File: config.mk
export PLATFORM = sky130hd
export DESIGN_NAME = spi_port_arb_flat
export DESIGN_NICKNAME = d
export VERILOG_FILES = /design/src/rtl/spi_port_arb_if.sv /design/src/rtl/spi_port_arb.sv /design/src/flat_wrapper.sv
export SDC_FILE = /design/constraint.sdc
export NUM_CORES = 1
export LEC_CHECK = 0
export ABC_CLOCK_PERIOD_IN_PS = 1800
export CAP_MARGIN = 20
export CELL_PAD_IN_SITES_DETAIL_PLACEMENT = 1
export CELL_PAD_IN_SITES_GLOBAL_PLACEMENT = 1
export CORE_UTILIZATION = 26
export DETAILED_ROUTE_END_ITERATION = 8
export PLACE_DENSITY_LB_ADDON = 0.1
export RECOVER_POWER = 100
export SLEW_MARGIN = 20
export SYNTH_ARGS = -nofsm -noshare
export SYNTH_HDL_FRONTEND = slang
export SYNTH_SLANG_ARGS = --single-unit
File: constraint.sdc
create_clock -name clk -period 1.8 [get_ports clk]
set_input_delay 0.36 -clock clk [delete_from_list [all_inputs] [get_ports clk]]
set_output_delay 0.36 -clock clk [all_outputs]
set_load 0.05 [all_outputs]
File: src/rtl/spi_port_arb_if.sv
// Signal bundle shared by the two SPI masters, the port arbiter and the SPI pin port.
// The arbiter connects through the slave modport; the master modport is the environment side.
interface spi_port_arb_if;
  logic       m0_req;
  logic       m1_req;
  logic       m0_gnt;
  logic       m1_gnt;
  logic       m0_abort;
  logic       m1_abort;
  logic       m0_sck;
  logic       m0_cs;
  logic       m1_sck;
  logic       m1_cs;
  logic [3:0] m0_dq_o;
  logic [3:0] m0_dq_oe;
  logic [3:0] m1_dq_o;
  logic [3:0] m1_dq_oe;
  logic [3:0] m0_dq_i;
  logic [3:0] m1_dq_i;
  logic       port_sck;
  logic       port_cs;
  logic [3:0] port_dq_o;
  logic [3:0] port_dq_oe;
  logic [3:0] port_dq_i;
  logic       busy;

  modport slave (
    input  m0_req, m1_req, m0_sck, m0_cs, m1_sck, m1_cs,
           m0_dq_o, m0_dq_oe, m1_dq_o, m1_dq_oe, port_dq_i,
    output m0_gnt, m1_gnt, m0_abort, m1_abort, m0_dq_i, m1_dq_i,
           port_sck, port_cs, port_dq_o, port_dq_oe, busy
  );

  modport master (
    output m0_req, m1_req, m0_sck, m0_cs, m1_sck, m1_cs,
           m0_dq_o, m0_dq_oe, m1_dq_o, m1_dq_oe, port_dq_i,
    input  m0_gnt, m1_gnt, m0_abort, m1_abort, m0_dq_i, m1_dq_i,
           port_sck, port_cs, port_dq_o, port_dq_oe, busy
  );
endinterface

File: src/rtl/spi_port_arb.sv
// Two-master quad-SPI pin port arbiter with round-robin contention and a forced CS-high gap.
// Define SPI_ARB_TIMEOUT_EN to build in the MAX_HOLD grant timeout and the abort pulses.
module spi_port_arb #(
  parameter int unsigned CS_GAP   = 2,
  parameter int unsigned MAX_HOLD = 1024,
  parameter logic        SCK_IDLE = 1'b0
) (
  input  logic           clk,
  input  logic           rst_n,
  spi_port_arb_if.slave  bus
);

  typedef enum logic [1:0] {IDLE, OWN0, OWN1, GAP} state_e;

  localparam logic [7:0] GapLoad = 8'(CS_GAP - 1);

  state_e     state_q;
  logic       rr_q;
  logic [7:0] gap_q;
  logic       gnt0_q;
  logic       gnt1_q;
  logic       timeout0;
  logic       timeout1;

`ifdef SPI_ARB_TIMEOUT_EN
  localparam logic [15:0] HoldLast = 16'(MAX_HOLD - 1);

  logic [15:0] hold_q;
  logic        abort0_q;
  logic        abort1_q;

  // The hold budget is spent only on cycles where the other master is waiting.
  assign timeout0 = bus.m1_req && (hold_q == HoldLast);
  assign timeout1 = bus.m0_req && (hold_q == HoldLast);
  assign bus.m0_abort = abort0_q;
  assign bus.m1_abort = abort1_q;
`else
  assign timeout0 = 1'b0;
  assign timeout1 = 1'b0;
  assign bus.m0_abort = 1'b0;
  assign bus.m1_abort = 1'b0;
`endif

  always_ff @(posedge clk or negedge rst_n) begin
    if (!rst_n) begin
      state_q <= IDLE;
      rr_q    <= 1'b0;
      gap_q   <= '0;
      gnt0_q  <= 1'b0;
      gnt1_q  <= 1'b0;
`ifdef SPI_ARB_TIMEOUT_EN
      hold_q   <= '0;
      abort0_q <= 1'b0;
      abort1_q <= 1'b0;
`endif
    end else begin
`ifdef SPI_ARB_TIMEOUT_EN
      abort0_q <= 1'b0;
      abort1_q <= 1'b0;
`endif
      unique case (state_q)
        IDLE: begin
          if (bus.m0_req && (!bus.m1_req || !rr_q)) begin
            state_q <= OWN0;
            gnt0_q  <= 1'b1;
`ifdef SPI_ARB_TIMEOUT_EN
            hold_q  <= '0;
`endif
          end else if (bus.m1_req) begin
            state_q <= OWN1;
            gnt1_q  <= 1'b1;
`ifdef SPI_ARB_TIMEOUT_EN
            hold_q  <= '0;
`endif
          end
        end

        // A voluntary release wins over a timeout landing in the same cycle.
        OWN0: begin
          if (!bus.m0_req || timeout0) begin
            gnt0_q <= 1'b0;
            rr_q   <= 1'b1;
            if (CS_GAP > 0) begin
              state_q <= GAP;
              gap_q   <= GapLoad;
            end else begin
              state_q <= IDLE;
            end
`ifdef SPI_ARB_TIMEOUT_EN
            abort0_q <= bus.m0_req;
          end else if (bus.m1_req) begin
            hold_q <= hold_q + 16'd1;
`endif
          end
        end

        OWN1: begin
          if (!bus.m1_req || timeout1) begin
            gnt1_q <= 1'b0;
            rr_q   <= 1'b0;
            if (CS_GAP > 0) begin
              state_q <= GAP;
              gap_q   <= GapLoad;
            end else begin
              state_q <= IDLE;
            end
`ifdef SPI_ARB_TIMEOUT_EN
            abort1_q <= bus.m1_req;
          end else if (bus.m0_req) begin
            hold_q <= hold_q + 16'd1;
`endif
          end
        end

        GAP: begin
          if (gap_q == 8'd0) begin
            state_q <= IDLE;
          end else begin
            gap_q <= gap_q - 8'd1;
          end
        end
      endcase
    end
  end

  // Decoded from the registered state alone so reset parks the pins without a clock edge.
  always_comb begin
    bus.port_sck   = SCK_IDLE;
    bus.port_cs    = 1'b1;
    bus.port_dq_o  = 4'h0;
    bus.port_dq_oe = 4'h0;
    case (state_q)
      OWN0: begin
        bus.port_sck   = bus.m0_sck;
        bus.port_cs    = bus.m0_cs;
        bus.port_dq_o  = bus.m0_dq_o;
        bus.port_dq_oe = bus.m0_dq_oe;
      end
      OWN1: begin
        bus.port_sck   = bus.m1_sck;
        bus.port_cs    = bus.m1_cs;
        bus.port_dq_o  = bus.m1_dq_o;
        bus.port_dq_oe = bus.m1_dq_oe;
      end
      default: ;
    endcase
  end

  assign bus.m0_gnt  = gnt0_q;
  assign bus.m1_gnt  = gnt1_q;
  assign bus.busy    = (state_q != IDLE);
  assign bus.m0_dq_i = bus.port_dq_i;
  assign bus.m1_dq_i = bus.port_dq_i;

endmodule

File: src/flat_wrapper.sv
// flat-port wrapper written by rule: the top's interface ports become plain ports
module spi_port_arb_flat 
#(
  parameter int unsigned CS_GAP   = 2,
  parameter int unsigned MAX_HOLD = 1024,
  parameter logic        SCK_IDLE = 1'b0
)
  (clk, rst_n, bus_m0_req, bus_m1_req, bus_m0_sck, bus_m0_cs, bus_m1_sck, bus_m1_cs, bus_m0_dq_o, bus_m0_dq_oe, bus_m1_dq_o, bus_m1_dq_oe, bus_port_dq_i, bus_m0_gnt, bus_m1_gnt, bus_m0_abort, bus_m1_abort, bus_m0_dq_i, bus_m1_dq_i, bus_port_sck, bus_port_cs, bus_port_dq_o, bus_port_dq_oe, bus_busy);
  spi_port_arb_if bus_i ();
  input  logic clk;
  input  logic rst_n;
  input wire logic [$bits(bus_i.m0_req)-1:0] bus_m0_req;
  input wire logic [$bits(bus_i.m1_req)-1:0] bus_m1_req;
  input wire logic [$bits(bus_i.m0_sck)-1:0] bus_m0_sck;
  input wire logic [$bits(bus_i.m0_cs)-1:0] bus_m0_cs;
  input wire logic [$bits(bus_i.m1_sck)-1:0] bus_m1_sck;
  input wire logic [$bits(bus_i.m1_cs)-1:0] bus_m1_cs;
  input wire logic [$bits(bus_i.m0_dq_o)-1:0] bus_m0_dq_o;
  input wire logic [$bits(bus_i.m0_dq_oe)-1:0] bus_m0_dq_oe;
  input wire logic [$bits(bus_i.m1_dq_o)-1:0] bus_m1_dq_o;
  input wire logic [$bits(bus_i.m1_dq_oe)-1:0] bus_m1_dq_oe;
  input wire logic [$bits(bus_i.port_dq_i)-1:0] bus_port_dq_i;
  output wire logic [$bits(bus_i.m0_gnt)-1:0] bus_m0_gnt;
  output wire logic [$bits(bus_i.m1_gnt)-1:0] bus_m1_gnt;
  output wire logic [$bits(bus_i.m0_abort)-1:0] bus_m0_abort;
  output wire logic [$bits(bus_i.m1_abort)-1:0] bus_m1_abort;
  output wire logic [$bits(bus_i.m0_dq_i)-1:0] bus_m0_dq_i;
  output wire logic [$bits(bus_i.m1_dq_i)-1:0] bus_m1_dq_i;
  output wire logic [$bits(bus_i.port_sck)-1:0] bus_port_sck;
  output wire logic [$bits(bus_i.port_cs)-1:0] bus_port_cs;
  output wire logic [$bits(bus_i.port_dq_o)-1:0] bus_port_dq_o;
  output wire logic [$bits(bus_i.port_dq_oe)-1:0] bus_port_dq_oe;
  output wire logic [$bits(bus_i.busy)-1:0] bus_busy;
  assign bus_i.m0_req = bus_m0_req;
  assign bus_i.m1_req = bus_m1_req;
  assign bus_i.m0_sck = bus_m0_sck;
  assign bus_i.m0_cs = bus_m0_cs;
  assign bus_i.m1_sck = bus_m1_sck;
  assign bus_i.m1_cs = bus_m1_cs;
  assign bus_i.m0_dq_o = bus_m0_dq_o;
  assign bus_i.m0_dq_oe = bus_m0_dq_oe;
  assign bus_i.m1_dq_o = bus_m1_dq_o;
  assign bus_i.m1_dq_oe = bus_m1_dq_oe;
  assign bus_i.port_dq_i = bus_port_dq_i;
  assign bus_m0_gnt = bus_i.m0_gnt;
  assign bus_m1_gnt = bus_i.m1_gnt;
  assign bus_m0_abort = bus_i.m0_abort;
  assign bus_m1_abort = bus_i.m1_abort;
  assign bus_m0_dq_i = bus_i.m0_dq_i;
  assign bus_m1_dq_i = bus_i.m1_dq_i;
  assign bus_port_sck = bus_i.port_sck;
  assign bus_port_cs = bus_i.port_cs;
  assign bus_port_dq_o = bus_i.port_dq_o;
  assign bus_port_dq_oe = bus_i.port_dq_oe;
  assign bus_busy = bus_i.busy;
  spi_port_arb #(.CS_GAP(CS_GAP), .MAX_HOLD(MAX_HOLD), .SCK_IDLE(SCK_IDLE)) u_core (.clk(clk), .rst_n(rst_n), .bus(bus_i));
endmodule
==> flow_metrics.py <==
metrics = {
    "run_status": {
        "status": "finished, violations left",
        "violations": "setup timing",
    },
    "detailed_routing": {
        "num_vias": 1202,
        "drt_iter0_drc": 28,
        "avgViaCountPerCell": 5.07,
        "ant_nets": 0,
        "drc_errors": 0,
        "wl_per_cell_um": 15.4,
        "firstDrtPassIters": 4,
        "routed_wl_mm": 3.66,
    },
    "clock_network": {
        "clkTransAtPathRegs_ns": 0.06,
        "cts_buffers": 3,
        "clock-sinks": 13,
        "clkLatencyLatePin_ns": 0.24,
        "clockRootBuffer": "clkbuf_8",
        "cts_tree": "done",
        "clockBufferDepth": 2,
        "h-tree-depth": 1,
    },
    "flow_run": {
        "cap_violations": 0,
    },
    "placed_design": {
        "dp.cells": 228,
        "hpwl_mm": 2.89,
        "port_buffers": 36,
        "gp_congestion": 0.820,
    },
    "timing": {
        "relSlewSlack_pct": 57.8,
        "period_minus_slack_ns": 1.95,
        "fin_ws_ns": -0.154,
        "setup_viol": 13,
        "hold_viol_final": 0,
        "slew_viol_final": 0,
        "hold-worst-slack_ns": 0.440,
        "clock_skew_ns": 0.00388,
        "timing.fmax_mhz": 512,
        "post-route-period-util_pct": 109,
        "grt_setup_unrepaired": "true",
        "worst_slew_pin_slew_ns": 0.635,
    },
    "hold_path": {
        "holdCritPathClass": "input pin to asynchronous set/reset pin",
    },
    "floorplan": {
        "die-area_um2": 4470,
        "fp.coreArea_um2": 4030,
        "die_x_um": 66.9,
        "die_h_um": 66.9,
        "core.rowCount": 23,
        "start_util_pct": 27.1,
        "ios": 51,
    },
    "setup_path": {
        "critical_path_buf_inv_count": 3,
        "crit_path_end_kind": "output port",
        "crit_path_start_kind": "flop",
        "crit_required_ns": 1.44,
        "worstPathCellList": "buf_4 > ha_4 > buf_6 > a221o_2 > buf_12",
        "worstPathArrival_ns": 1.59,
        "critPathTopFamily": "buffers and inverters",
        "crit_path_top_delay_cell": "dfrtp_1",
        "cp_max_fo": 5,
        "critical_path_class": "flop to output port",
        "critical-path-max-stage-delay_ns": 0.39,
    },
    "final_layout": {
        "stdcell_count": 237,
        "n_antenna_cell": 0,
        "fin_util_pct": 48.4,
        "drive_gt1_share_pct": 42.8,
        "fin_nets": 223,
        "areaGrowthSynthToFinish_pct": 78.4,
    },
    "grt": {
        "grt_start_max_net_pins": 10,
        "overflow": 0,
        "grt_pass1_vias": 1234,
        "gr-usage-all-layers_pct": 16.8,
        "grt_pass1_wl_mm": 5.63,
        "antenna_found_initial": 0,
    },
    "logic_synthesis": {
        "synth-seq-area-share_pct": 29.7,
        "synth_edf_count": 0,
        "synth.avg_cell_area_um2": 8.35,
        "async_flop_share_pct": 100,
        "ys_warn_count": 0,
        "synth-seq-cells": 13,
        "synth_cell_types": 40,
        "synthFlopType": "dfrtp_1",
        "synth_cells": 131,
        "synth_area_um2": 1090,
    },
}
[routing by layer]
layer / vias up / share of wire, % / global-route usage, %
li1: 573 / - / -
met1: 585 / 40 / 19.5
met2: 40 / 51 / 30.6
met3: 4 / 7.6 / 3.60
met4: 0 / 0.93 / 4.79
met5: - / 0 / 0
[Yosys cell counts, drive strengths merged, types with 2 or more instances]
| master | count | area [um^2] |
|---|---|---|
| o22ai | 4 | 25.0 |
| nand3 | 4 | 20.0 |
| nand2 | 6 | 25.0 |
| a22oi | 10 | 75.1 |
| mux2i | 2 | 20.0 |
| o21ai | 13 | 68.8 |
| a221o | 2 | 20.0 |
| or4 | 2 | 18.8 |
| ha | 7 | 87.6 |
| nor2 | 12 | 52.6 |
| dfrtp | 13 | 325 |
| clkbuf | 4 | 16.3 |
| a21oi | 7 | 35.0 |
| buf | 13 | 95.1 |
| inv | 14 | 52.6 |
| a31oi | 2 | 12.5 |
| nor3 | 2 | 10.0 |
[placed cells by master, fill, tap and decap left out, types with 5 or more instances in the layout]
cell type,synthesis,routed
dfrtp_1,13,13
clkdlybuf4s50_1,0,20
inv_1,14,11
buf_4,10,22
nor2_4,1,10
clkbuf_1,3,5
a21oi_1,7,6
a22oi_2,0,6
buf_12,0,9
o21ai_1,1,5
nand2_1,5,5
buf_6,1,7
o21ai_0,11,6
[worst paths after layout]
path / from / endpoint / slack [ns] / cells past startpoint
setup / recovery: u_core.state_q[0] / bus_port_cs / -0.15 / 5
hold / removal: rst_n / u_core.gap_q[1] / 0.44 / 1
setup reg to reg: u_core.state_q[0] / u_core.gap_q[0] / -0.01 / 9
hold reg to reg: u_core.bus.m0_gnt / u_core.bus.m0_gnt / 0.55 / 2
max in group asynchronous: rst_n / u_core.state_q[1] / 0.73 / 2
min in group clk: u_core.bus.m0_gnt / u_core.bus.m0_gnt / 0.55 / 2
[metrics by stage]
step	TNS [ns]	setup slack (ns)	cell area (um^2)
floorplan	-0.00108	-0.00108	1180
global placement	-0.522	-0.137	1770
detailed placement	-0.713	-0.180	1770
CTS	-1.02	-0.153	1930
global route	-2.06	-0.208	1950
finish	-0.927	-0.154	1950
[registers in the layout, summed over array words and instances, names as in the netlist]
name and flops:
u_core.rr_q 1, u_core.bus.m0_gnt 1, u_core.gap_q 8, u_core.bus.m1_gnt 1, u_core.state_q 2
[cell families after synthesis]
family,share of synthesized area [%]
AOI/OAI and AO/OA,28.9
adders and majority gates,8.01
buffers and inverters,15.0
DFF,29.7
muxes,3.20
other,0.343
and+or+nand+nor,14.8
[area by class of cell]
type | count | area [um^2]
fillers | 460 | 2080
multi-input cells | 88 | 768
repair buffers | 68 | 694
flip-flops and latches | 13 | 325
well taps | 50 | 62.6
inverters | 14 | 55.1
clock buffers | 4 | 45.0
[timing repair]
item	4_1_cts	5_1_grt
gates resized for setup	24	13
endpoints found under the hold margin	0	0
hold buffers	0	0
endpoints found under the setup margin	13	18
pin swaps	12	10
buffers inserted	3	2
gates cloned	0	0
Power is not shown: default switching activity piles up to over one toggle a cycle in this logic, so the estimate is an artifact.
